[config.mk]
export PLATFORM = sky130hd
export DESIGN_NAME = max2bit_decode
export DESIGN_NICKNAME = d
export VERILOG_FILES = /design/src/rtl/max2bit_decode.sv
export SDC_FILE = /design/constraint.sdc
export NUM_CORES = 1
export LEC_CHECK = 0
export BUFFER_PORTS_ARGS = -buffer_cell sky130_fd_sc_hd__buf_2
export CORE_UTILIZATION = 40
export DETAILED_ROUTE_END_ITERATION = 8
export PLACE_DENSITY = 0.73
export SYNTH_ARGS = -nofsm -noshare
export SYNTH_HDL_FRONTEND = slang
export SYNTH_SLANG_ARGS = --single-unit
[constraint.sdc]
create_clock -name vclk -period 3.4
set_input_delay 0.17 -clock vclk [all_inputs]
set_output_delay 0.17 -clock vclk [all_outputs]
set_load 0.02 [all_outputs]
[src/rtl/max2bit_decode.sv]
// Combinational decode of one word: popcount, bit indices and sequence successor.
module max2bit_decode #(
    parameter int unsigned N = 4
) (
    input  logic [N-1:0]         in_num,
    output logic [1:0]           popcnt,
    output logic [$clog2(N)-1:0] hi_idx,
    output logic [$clog2(N)-1:0] lo_idx,
    output logic [N-1:0]         next_num
);

    localparam int unsigned IW = $clog2(N);

    // Count set bits, locate highest/lowest, then derive the next sequence value.
    always_comb begin
        int unsigned cnt;
        int unsigned hi;
        int unsigned lo;
        logic        found;
        cnt      = 0;
        hi       = 0;
        lo       = 0;
        found    = 1'b0;
        next_num = '0;
        for (int i = 0; i < int'(N); i++) begin
            if (in_num[i]) begin
                cnt = cnt + 1;
                hi  = i;
                if (!found) begin
                    lo    = i;
                    found = 1'b1;
                end
            end
        end
        popcnt = (cnt >= 3) ? 2'd3 : 2'(cnt);
        hi_idx = IW'(hi);
        lo_idx = IW'(lo);
        case (popcnt)
            2'd0: next_num = N'(1);
            2'd1: next_num = (hi != 0) ? ((N'(1) << hi) | N'(1)) : N'(2);
            2'd2: begin
                if (lo + 1 < hi) begin
                    next_num = (N'(1) << hi) | (N'(1) << (lo + 1));
                end else if (hi + 1 < N) begin
                    next_num = N'(1) << (hi + 1);
                end else begin
                    next_num = '0;  // top pair wraps the sequence
                end
            end
            default: next_num = '0;
        endcase
    end

endmodule

==> metrics, run 1 <==
post-DP HPWL 924 um; Tot GR Track Use 16.43%; clock network power share 0%; Row Count 13; Synth Warn # 0; # DRC 0; DR top layer met3; total die area 1548 um2; core area 1301 um2; CP max-delay cell ha_1; crit path kind input port to primary output; Worst EP required 3.23 ns; placed cell areas 616.8 um2; layout cell share with drive strength beyond 1 21.59%; ranking of synthesized cells by area ha_1, inv_1, buf_6, nand2_1, a31oi_1; Switch Pwr 0.00007886 W; wl on met1 590 um; DR vias/cell 5.650; final WL 1164 um; RSZ-0062 raised after global routing false; top-area cell type share of the netlist area 22.42%; fin crit period 2.637 ns; actual slew at the worst max-slew pin 0.4414 ns; part of the power in combinational logic 100.0%; die extent in x 39.35 um; CP Launch Type input port; # diodes 0; Hold Path Class input port to primary output; synth cell count leaders ha_1, inv_1, nand2_1; post-route ant nets 0; Critical Path Max Stage Delay 0.41 ns; placed instance count 103; first-pass GRT wire length 1890 um; Final Non-Filler Cells 103; FMAX 379.3 MHz; vias in the first global route 477; sequential area share after synthesis 0%; Top Ports 14; met3 routed WL 33 um; Final Hold Viols 0; period utilization 77.55%; Lkg Pwr 0.3168 nW; gpl congestion 0.8150; Syn Nets 91; CP Capture Type primary output; normalized max-slew margin 70.45%; final instance area 616.8 um2; IO buf count 14; First-pass DRT Iterations 4; cells along the critical path buf_2, inv_1, ha_1, xor2_1, ha_1, xor2_1, or3_1, a311o_1, a22oi_1, buf_2; CTS Hold Bufs 0; seq_cells 0; setup_tns 0 ns; cell taking the most area after synthesis ha_1; Reg power frac 0%; Power Density 209.6 nW/um2; pin count of the biggest net entering global routing 15; mean routed wirelength per cell 11.30 um; count leader, synth ha_1; number of antenna violations at the first check in global routing 0; sequential standard cell area 0 um2; Congestion Overflow GR 0; nets 104; P_int 0.00005045 W; fin. max-slew vios 0; outcome finished clean; DR WL met2 539 um; CP max FO 9; Die Ht 39.35 um; area of the mapped netlist 558.0 um2; synthesized area per cell 7.247 um2; cells after synthesis 77; Netlist cell types 39; CTS resizes 0; detailed-route via count 582; initial core utilization 42.88%; CLK BUF 0; total power 0.0001293 W; fill count 137; net switching fraction of the power 60.99%; Final setup viols 0; number of buffers inserted by post-CTS setup repair 0; worst path arrival time 2.47 ns; Max VDD drop 0.06693 mV; drt first-iter violations 20; Synth-to-Final Area Change 10.54%; maxcap violations 0
layout make-up:
type / instances / area, um2 / share of cell area, %
repair buffers: 14 / 70.07 / 11.36
inverters: 10 / 37.54 / 6.085
well taps: 15 / 18.77 / 3.043
multi-input cells: 64 / 490.5 / 79.51
per-stage QoR:
stage	setup slack, ns	hold WS, ns	utilization [%]
global route	0.5421	0.8919	47.40
floorplan	0.8906	0.5911	-
detailed placement	0.7739	0.8456	47.40
CTS	0.7659	0.8489	47.40
global placement	0.7879	0.8511	47.40
finish	0.7633	0.8515	47.40
metal layers:
metal	global-route usage, %	vias to the layer above
met2	28.33	12
met4	2.586	0
met5	0	-
met1	22.67	268
met3	0.5682	0
li1	-	302
path summary, 6_finish.rpt:
check,start,endpoint,slack [ns],cells past startpoint
setup / recovery,in_num[1],next_num[0],0.76,10
hold / removal,in_num[3],hi_idx[0],0.85,4
logic make-up (layout without fill, tap and decap cells):
logic type	count (synthesis)	in the layout	synth area share [%]
buffers and inverters	13	24	12.11
adder cells (fa/ha/maj)	10	10	22.42
XOR/XNOR	3	3	4.709
AND/OR/NAND/NOR	30	30	31.39
AO/OA/AOI/OAI	21	21	29.37
critical path: cells and delay by family:
kind	cells	cell delay (ns)
and+or+nand+nor	1	0.31
AOI/OAI and AO/OA	2	0.53
adders and majority gates	2	0.66
xor gates and xnor gates	2	0.39
buffers and inverters	3	0.43
power groups by stage:
stage	Combinational (W)	Sequential (W)	Clock (W)
floorplan	0.000102	0	0
global placement	0.000127	0	0
detailed placement	0.000128	0	0
CTS	0.000129	0	0
global route	0.000144	0	0
finish	0.000129	0	0
cell usage in the layout (no fill, tap or decap), types with 2 or more instances in the layout:
cell,netlist,routed
nand4_1,2,2
and3_1,3,3
a31oi_1,3,3
ha_1,10,10
buf_2,0,14
nor2_1,3,3
a22oi_1,2,2
nand2b_1,3,3
nor2b_1,2,2
inv_1,8,8
a211oi_1,2,2
nand2_1,6,6
xor2_1,2,2
inv_2,2,2
nand3_1,3,3
Note: power is estimated with default switching activity, not from simulation.
==> inputs of run 2 (changes only) <==
- clock period: 3.4 -> 2.6 ns (I/O delays scaled with it)
==> metrics, run 2 (synthesis results as in run 1) <==
mean routed wirelength per cell 12.33 um (was 11.30 um); pin count of the biggest net entering global routing 13 (was 15); First-pass DRT Iterations 4 (unchanged); Power Density 276.6 nW/um2 (was 209.6 nW/um2); Final Non-Filler Cells 108 (was 103); worst path arrival time 2.38 ns (was 2.47 ns); drt first-iter violations 12 (was 20); Lkg Pwr 0.3414 nW (was 0.3168 nW); placed instance count 107 (was 103); Hold Path Class input port to primary output (unchanged); CP Launch Point in_num[1] (unchanged); outcome finished clean (unchanged); worst hold slack 0.7583 ns (was 0.8515 ns); normalized max-slew margin 70.77% (was 70.45%); initial core utilization 42.88% (unchanged); actual slew at the worst max-slew pin 0.4365 ns (was 0.4414 ns); commonest cells after routing, fill and taps aside buf_2, ha_1, inv_1 (unchanged); Worst EP required 2.47 ns (was 3.23 ns); maxcap violations 0 (unchanged); hold_sp in_num[1] (was in_num[3]); CP Launch Type input port (unchanged); die extent in x 39.35 um (unchanged); gpl congestion 0.8482 (was 0.8150); # diodes 0 (unchanged); CP Capture Type primary output (unchanged); setup_tns 0 ns (unchanged); total power 0.0001869 W (was 0.0001293 W); CTS Hold Bufs 0 (unchanged); fin crit period 2.508 ns; detailed-route via count 622 (was 582); FMAX 398.7 MHz; Max VDD drop 0.09950 mV (was 0.06693 mV); Final setup viols 0 (unchanged); Tot GR Track Use 19.84% (was 16.43%); DR vias/cell 5.759 (was 5.650); core area 1301 um2 (unchanged); CP max FO 6 (was 9); period utilization 96.48%; crit path kind input port to primary output (unchanged); final WL 1332 um (was 1164 um); first-pass GRT wire length 2208 um (was 1890 um); fin. max-slew vios 0 (unchanged); layout cell share with drive strength beyond 1 29.03% (was 21.59%); vias in the first global route 530 (was 477); sequential standard cell area 0 um2 (unchanged); post-route ant nets 0 (unchanged); number of antenna violations at the first check in global routing 0 (unchanged); IO buf count 14 (unchanged); nets 109 (was 104); fill count 133 (was 137); seq_cells 0 (unchanged); RSZ-0062 raised after global routing false (unchanged); Final Hold Viols 0 (unchanged); total die area 1548 um2 (unchanged); Row Count 13 (unchanged); Top Ports 14 (unchanged); # DRC 0 (unchanged); Synth-to-Final Area Change 21.08% (was 10.54%); Die Ht 39.35 um (unchanged); Congestion Overflow GR 0 (unchanged); CLK BUF 0 (unchanged); most common cell after layout, fill and taps aside buf_2 (unchanged); post-DP HPWL 1045 um (was 924 um)
run 2: power by group:
group / switching (W) / leakage (nW) / internal [W] / total [W]
Sequential: 0 / 0 / 0 / 0
Clock: 0 / 0 / 0 / 0
Combinational: 0.000109 / 0.341 / 0.0000775 / 0.000187
Total: 0.000109 / 0.341 / 0.0000775 / 0.000187
run 2: critical path, stage by stage:
cell and delay (ns):
buf_2 0.15, inv_2 0.09, ha_1 0.32, xor2_1 0.18, ha_1 0.26, xor2_1 0.20, or3_1 0.32, a311o_1 0.36
a22oi_1 0.20, buf_4 0.17
run 2: what timing repair did:
item	CTS	global route
buffers inserted	0	1
setup endpoints to repair	0	4
gates resized for setup	0	5
run 2: cell type report:
class / count / area [um2] / area share (%)
tap: 15 / 18.77 / 2.778
multi-input combinational: 64 / 509.2 / 75.37
inverter: 10 / 37.54 / 5.556
timing repair buffer: 19 / 110.1 / 16.30
run 2: final timing paths:
path	to	slack, ns	cells after the start
setup / recovery	next_num[0]	0.09	10
hold / removal	hi_idx[0]	0.76	4
run 2: layer usage:
layer	GRT usage [%]	vias up	part of all wire (%)
met4	0.8621	0	0
met1	26.67	299	48
met3	0	0	1.4
li1	-	314	-
met5	0	-	0
met2	36.67	9	51
run 2: metrics by stage:
stage / util [%] / cell area, um2 / worst slack [ns]
after floorplan: - / 558.0 / 0.1706
after global placement: 49.71 / 646.9 / 0.08529
after detailed placement: 49.71 / 646.9 / 0.06559
after CTS: 49.71 / 646.9 / 0.04893
after global routing: 51.92 / 675.6 / 0.02309
final: 51.92 / 675.6 / 0.09153
